## src/rtl/exe_result_buf.sv

```systemverilog
// rtl/exe_result_buf.sv - 2-entry execute result buffer with precise overflow exception
//
// Purpose:
//   Registers add/sub/slt/sltu results from the execute-unit adder into a
//   2-entry circular FIFO and hands them to the memory stage over a
//   valid/ready handshake. A trapping overflow becomes a precise exception:
//   the faulting entry keeps its result but loses write-back, and all
//   younger inputs are accepted and dropped until a flush arrives.
//
// Ports:
//   clk        in   1      rising-edge clock
//   rst_n      in   1      asynchronous active-low reset
//   flush      in   1      synchronous flush, empties buffer, highest priority
//   in_valid   in   1      execute stage presents a result
//   in_ready   out  1      buffer accepts this cycle
//   in_res     in   BUS    adder result
//   in_ovf     in   1      adder overflow flag
//   in_trap    in   1      overflow traps for this instruction
//   in_wen     in   1      instruction writes a register
//   in_dest    in   REG_W  destination register index
//   out_valid  out  1      head entry valid
//   out_ready  in   1      memory stage accepts head
//   out_res    out  BUS    head result (0 when out_valid=0)
//   out_wen    out  1      head write enable (0 when out_valid=0)
//   out_dest   out  REG_W  head destination (0 when out_valid=0)
//   out_exc    out  1      head carries overflow exception (0 when out_valid=0)
//   blocked    out  1      exception in flight, younger inputs discarded

module exe_result_buf #(
    parameter int BUS   = 32,
    parameter int REG_W = 5
) (
    input  logic             clk,
    input  logic             rst_n,
    input  logic             flush,
    input  logic             in_valid,
    output logic             in_ready,
    input  logic [BUS-1:0]   in_res,
    input  logic             in_ovf,
    input  logic             in_trap,
    input  logic             in_wen,
    input  logic [REG_W-1:0] in_dest,
    output logic             out_valid,
    input  logic             out_ready,
    output logic [BUS-1:0]   out_res,
    output logic             out_wen,
    output logic [REG_W-1:0] out_dest,
    output logic             out_exc,
    output logic             blocked
);

    typedef enum logic {
        ST_RUN   = 1'b0,
        ST_BLOCK = 1'b1
    } state_t;

    state_t state_q, state_d;

    logic [BUS-1:0]   res_q  [2];
    logic [BUS-1:0]   res_d  [2];
    logic [REG_W-1:0] dest_q [2];
    logic [REG_W-1:0] dest_d [2];
    logic [1:0]       wen_q, wen_d;
    logic [1:0]       exc_q, exc_d;
    logic [1:0]       vld_q, vld_d;
    logic             rd_ptr_q, rd_ptr_d;
    logic             wr_ptr_q, wr_ptr_d;
    logic [1:0]       count_q, count_d;

    logic in_exc;
    logic do_push;
    logic do_store;
    logic do_pop;
    logic store_wen;

    assign in_exc    = in_ovf & in_trap;
    // A faulting entry never writes back; writes to register 0 are also suppressed.
    assign store_wen = in_wen & ~in_exc & (in_dest != '0);

    assign blocked   = (state_q == ST_BLOCK);
    // Depends only on registered state so it never combinationally follows out_ready.
    assign in_ready  = (count_q != 2'd2) | blocked;

    assign out_valid = vld_q[rd_ptr_q];
    assign out_res   = out_valid ? res_q[rd_ptr_q]  : '0;
    assign out_dest  = out_valid ? dest_q[rd_ptr_q] : '0;
    assign out_wen   = out_valid & wen_q[rd_ptr_q];
    assign out_exc   = out_valid & exc_q[rd_ptr_q];

    assign do_push   = in_valid & in_ready;
    // While blocked, pushes complete the handshake but are thrown away.
    assign do_store  = do_push & (state_q == ST_RUN);
    assign do_pop    = out_valid & out_ready;

    always_comb begin
        state_d  = state_q;
        res_d    = res_q;
        dest_d   = dest_q;
        wen_d    = wen_q;
        exc_d    = exc_q;
        vld_d    = vld_q;
        rd_ptr_d = rd_ptr_q;
        wr_ptr_d = wr_ptr_q;
        count_d  = count_q;

        if (flush) begin
            state_d  = ST_RUN;
            vld_d    = '0;
            rd_ptr_d = 1'b0;
            wr_ptr_d = 1'b0;
            count_d  = 2'd0;
        end else begin
            if (do_pop) begin
                vld_d[rd_ptr_q] = 1'b0;
                rd_ptr_d        = ~rd_ptr_q;
            end
            // With count==1 the pop and store slots differ, so both may apply.
            if (do_store) begin
                vld_d[wr_ptr_q]  = 1'b1;
                res_d[wr_ptr_q]  = in_res;
                dest_d[wr_ptr_q] = in_dest;
                wen_d[wr_ptr_q]  = store_wen;
                exc_d[wr_ptr_q]  = in_exc;
                wr_ptr_d         = ~wr_ptr_q;
            end
            count_d = count_q + {1'b0, do_store} - {1'b0, do_pop};

            case (state_q)
                ST_RUN:   if (do_store && in_exc) state_d = ST_BLOCK;
                ST_BLOCK: state_d = ST_BLOCK;
                default:  state_d = ST_RUN;
            endcase
        end
    end

    always_ff @(posedge clk or negedge rst_n) begin
        if (!rst_n) begin
            state_q  <= ST_RUN;
            res_q    <= '{default: '0};
            dest_q   <= '{default: '0};
            wen_q    <= '0;
            exc_q    <= '0;
            vld_q    <= '0;
            rd_ptr_q <= 1'b0;
            wr_ptr_q <= 1'b0;
            count_q  <= 2'd0;
        end else begin
            state_q  <= state_d;
            res_q    <= res_d;
            dest_q   <= dest_d;
            wen_q    <= wen_d;
            exc_q    <= exc_d;
            vld_q    <= vld_d;
            rd_ptr_q <= rd_ptr_d;
            wr_ptr_q <= wr_ptr_d;
            count_q  <= count_d;
        end
    end

endmodule

```

## config.mk

```make
export PLATFORM = sky130hd
export DESIGN_NAME = exe_result_buf
export DESIGN_NICKNAME = d
export VERILOG_FILES = /design/src/rtl/exe_result_buf.sv
export SDC_FILE = /design/constraint.sdc
export NUM_CORES = 1
export LEC_CHECK = 0
export BUFFER_PORTS_ARGS = -buffer_cell sky130_fd_sc_hd__buf_2
export CAP_MARGIN = 30
export CORE_MARGIN = 2
export CORE_UTILIZATION = 35
export DETAILED_ROUTE_END_ITERATION = 8
export SLEW_MARGIN = 20
export SYNTH_ARGS = -nofsm -noshare
export SYNTH_HDL_FRONTEND = slang
export SYNTH_SLANG_ARGS = --single-unit
```

## constraint.sdc

```tcl
create_clock -name clk -period 2.5 [get_ports clk]
set_clock_uncertainty 0.2 [all_clocks]
set_input_delay 0.375 -clock clk [delete_from_list [all_inputs] [get_ports clk]]
set_output_delay 0.375 -clock clk [all_outputs]
set_load 0.1 [all_outputs]
```

# == Word level (Yosys, flattened, before mapping) ==
# Cells that the tools add are included.
# word_totals
out_inout_bits,42
inputBits,45
ff_bits,85
# classes
bitwise,19
order_cmp,7
n_mux,38
addsub,2
reduce_logical,8
eq_ne,1
# op_table
op,count
$mux W32,5
$bwmux W64,1
$demux W32 S1,1
$mux W5,5
$mux W1,14
$bwmux W10,1
$mux W2,5
$and A1 B1 Y1,8
$demux W5 S1,1
$not A1 Y1,5
$reduce_bool A5 Y1,1
$bwmux W2,2
$ge A2 B2 Y1 const B,2
$logic_and A1 B1 Y1,4
$lt A1 B2 Y1 const B,2
$not A1 Y2,2
$reduce_bool A2 Y1,2
$add A2 B1 Y2,1
$and A2 B2 Y2,1
$demux W1 S1,2
$ge A1 B1 Y1 const B,2
$lt A2 B1 Y1 const B,1
$ne A2 B2 Y1 const B,1
$not A2 Y2,1
5 further kinds,5

# == Logic depth before layout (Yosys ltp) ==
# depth
word_depth,11
depth_mapped,8
depth_no_buf,7

# == Worst setup path after synthesis ==
# OpenSTA, ideal clock, no wires.
# synth_timing
path_type,register -> output
startpoint,register rd_ptr_q
endpoint,output port out_dest[2]
path_stages_with_launch,5
t_required_ns,1.925
slack_ns,-0.238
arrival_time_ns,2.163
cell_sequence,dfrtp_1 clkbuf_1 mux2i_1 clkbuf_1 nor2_1
# synth_between
elab_chain_len,5
elab_cells_between_ends,7
# synth_lines
element,line,rtl
start: declaration,66,"logic rd_ptr_q, rd_ptr_d;"
start signal: assignment,154,rd_ptr_q <= rd_ptr_d;
$not A1 Y2 (not written as such),86,assign out_dest = out_valid ? dest_q[rd_ptr_q] : '0;
$mux W5 (not written as such) (3 in series),86,
$mux W5 *,86,
end: declaration,47,"output logic [REG_W-1:0] out_dest,"
# Every way passes the cells marked *; elsewhere a longest branch is shown, timed or not. The select of a mux whose other input is x is not followed.

# == Worst setup path after layout ==
# layout_timing
startpoint,register rd_ptr_q
endpoint,output port out_res[7]
# layout_between
elab_chain_len,5
elab_cells_between_ends,7
# layout_lines
element,line,rtl
$not A1 Y2 (not written as such),85,assign out_res = out_valid ? res_q[rd_ptr_q] : '0;
$mux W32 (not written as such) (3 in series),85,
$mux W32 *,85,
end: declaration,45,"output logic [BUS-1:0] out_res,"
# Marked as above.

==> run summary <==
# Max-Cap Violations: 0
Final Cycle Share: 0.9384
crit path capture type: output port
critical path cell sequence: mux2i_4 > buf_4 > nor2_1 > buf_2
worst endpoint required time: 1.92 ns
num ports: 87
Post-Syn Area: 3939 µm²
DP HPWL: 5488 µm
Clock Tree Buf Depth: 2
DR DRC count: 0
first-pass GRT wire length: 12760 µm
synth top area cells: dfrtp_1 54%, mux2_2 20%, mux2i_1 11%, nor2_1 3.9%, buf_6 2.3%
HP Class: primary input to register
PortBufs: 86
crit path kind: register to output port
Initial Util: 0.3618
Max H-tree Level: 3
post-synthesis sequential area ratio: 0.5400
Layout area overhead: 23.32%
CP Data Arrival Time: 1.77 ns
vias in the first global route: 2625
Die X: 110.1 µm
EDFF count, synth: 0
gr ovfl total: 0
post-route cell area: 4857 µm²
Worst-Margin Slew: 0.5229 ns
DRT iter0 DRCs: 88
n_diodes: 0
area post-placement: 4534 µm²
Total Routed Length: 8119 µm
post-synth top area share: 0.5400
CTS clk-pin slew, worst paths: 0.08 ns
CTS Root Cell: clkbuf_8
fmax: 0.4263 GHz
Mapped Nets: 342
final core occ: 0.4461
top_reg_cell synth: dfrtp_1
Clock Latency Late Sink: 0.35 ns
nets: 436
largest area contributor in the netlist: dfrtp_1
die area: 12120 µm²
slowest stage delay, CP: 0.47 ns
crit path time final: 2.346 ns
Rows: 38
Setup crit start kind: register
synth warn: 0
share of cells above drive strength 1: 0.4898
largest net degree at the start of global routing: 48
hold wc startpoint: in_res[5]
Max FO, Critical Path: 10
slowest CP cell: dfrtp_2
Setup TNS Final: 0 ns
Antenna Violating Nets Remaining: 0
Mean Syn Cell Area: 13.35 µm²
reg-to-reg startpoint: rd_ptr_q$_DFFE_PN0P_
final setup fails: 0
cts bufs inserted: 9
CP startpoint: rd_ptr_q$_DFFE_PN0P_
Seq cells post-synth: 85
initial antenna violation count: 0
Avg WL per Cell: 15.20 µm
CTS tree: done
pwr/cell area: 1149 nW/µm²
Hold Vio Cnt, Final: 0
Via Count: 2546
die height: 110.1 µm
Relative slew margins: 0.6514
family with the most delay on the worst path: buffers and inverters
Buf/Inv on CP: 2
area of the core: 10890 µm²
total iterations of the first detailed-routing run: 4
RSZ-0062 raised after global routing: no
CTS Sinks: 85
Worst VDD drop: 0.4455 mV
Synth cell types: 31
max-slew violations: 0
Leak: 2.159 nW
ys async rst share: 1.000
outcome: completed
Syn Inst Count: 295
drt via density: 4.768
# fillers: 1027
GRT Total Usage: 0.1408
final RePlAce weighted congestion: 0.6838
[logic make-up (layout without fill, tap and decap cells)]
logic type	count (synthesis)	after routing	synth area share
buffers and inverters	23	122	0.03876
adder cells (fa/ha/maj)	2	2	0.006352
XOR/XNOR	2	2	0.004448
multiplexers	118	118	0.3240
flip-flops	85	85	0.5400
AO/OA/AOI/OAI	6	6	0.01048
AND/OR/NAND/NOR	59	59	0.07592
[worst register-to-register path, cell delays in order (launching register included)]
cell	delay [ns]
dfrtp_2	0.45
mux2i_4	0.33
buf_4	0.23
nor2b_1	0.07
ha_1	0.27
inv_1	0.04
ha_1	0.26
nor2b_1	0.13
[layer usage]
metal  wire length, µm  track usage  vias to the layer above
met3               424      0.04292                        7
met2              4107       0.2423                       56
met1              3497       0.1675                     1279
li1                  -            -                     1204
met5                 0            0                        -
met4                89      0.04611                        0
[through the flow]
stage	setup WS [ns]	instances	hold WS, ns	power [mW]
final	0.1540	534	0.05859	5.582
after global routing	0.05758	534	0.03435	5.925
after global placement	0.2297	514	0.1855	4.528
after CTS	0.002844	532	0.03589	5.655
after floorplan	-0.2377	295	-0.1206	4.165
after detailed placement	0.2357	514	0.1934	4.601
[where the power goes]
group | total, mW | internal [mW] | switching, mW | leakage, nW
Clock | 0.958 | 0.487 | 0.471 | 0.0964
Sequential | 2.28 | 1.98 | 0.300 | 1.02
Combinational | 2.35 | 0.870 | 1.48 | 1.04
[cell type report]
type	count	area, µm²	area share
Multi-Input combinational cell	187	1672	0.3442
Timing Repair Buffer	101	670.6	0.1381
Sequential cell	85	2128	0.4382
Clock inverter	4	47.55	0.009789
Tap cell	140	175.2	0.03606
Clock buffer	12	145.1	0.02988
Inverter	5	18.77	0.003864
[layout by cell type (no fill, tap or decap), types with 2 or more instances in the layout]
cell	synthesis	routed
ha_1	2	2
buf_4	0	43
nand2_1	3	3
buf_2	5	49
nor2b_1	3	3
buf_6	8	2
nor2_1	41	41
mux2i_1	42	41
buf_12	0	2
mux2_1	6	6
dfrtp_1	85	84
clkbuf_1	5	2
clkinv_2	0	2
clkbuf_4	0	4
inv_1	5	5
or2_2	2	2
mux2_2	70	70
clkbuf_8	0	10
[timing repair]
item	CTS	global route
resized for setup	32	6
setup endpoints to repair	40	17
hold buffers	1	0
hold endpoints to repair	38	0
setup buffers	1	2
[cells in the mapped netlist, types with 2 or more instances]
master    instances
mux2i_1          42
mux2_1            6
dfrtp_1          85
or2_2             2
clkbuf_1          5
nand2_1           3
inv_1             5
nor2_1           41
ha_1              2
mux2_2           70
buf_2             5
buf_6             8
nor2b_1           3
[state kept, by name, indices dropped and copies added, names as in the netlist]
| register | flops |
|---|---|
| dest_q | 10 |
| rd_ptr_q | 1 |
| wr_ptr_q | 1 |
| res_q | 64 |
| wen_q | 2 |
| blocked | 1 |
| count_q | 2 |
| exc_q | 2 |
| vld_q | 2 |
[final timing paths]
| kind | end | slack, ns | cells after the start |
|---|---|---|---|
| max | out_res[7] | 0.15 | 4 |
| min | res_q[5]$_DFFE_PN0P_ | 0.06 | 2 |
| max reg2reg | count_q[0]$_DFF_PN0_ | 0.42 | 7 |
| min reg2reg | res_q[35]$_DFFE_PN0P_ | 0.29 | 1 |
| max in group asynchronous | rd_ptr_q$_DFFE_PN0P_ | 1.13 | 3 |
| min in group asynchronous | res_q[27]$_DFFE_PN0P_ | 0.34 | 2 |
Note: power is estimated with default switching activity, not from simulation.
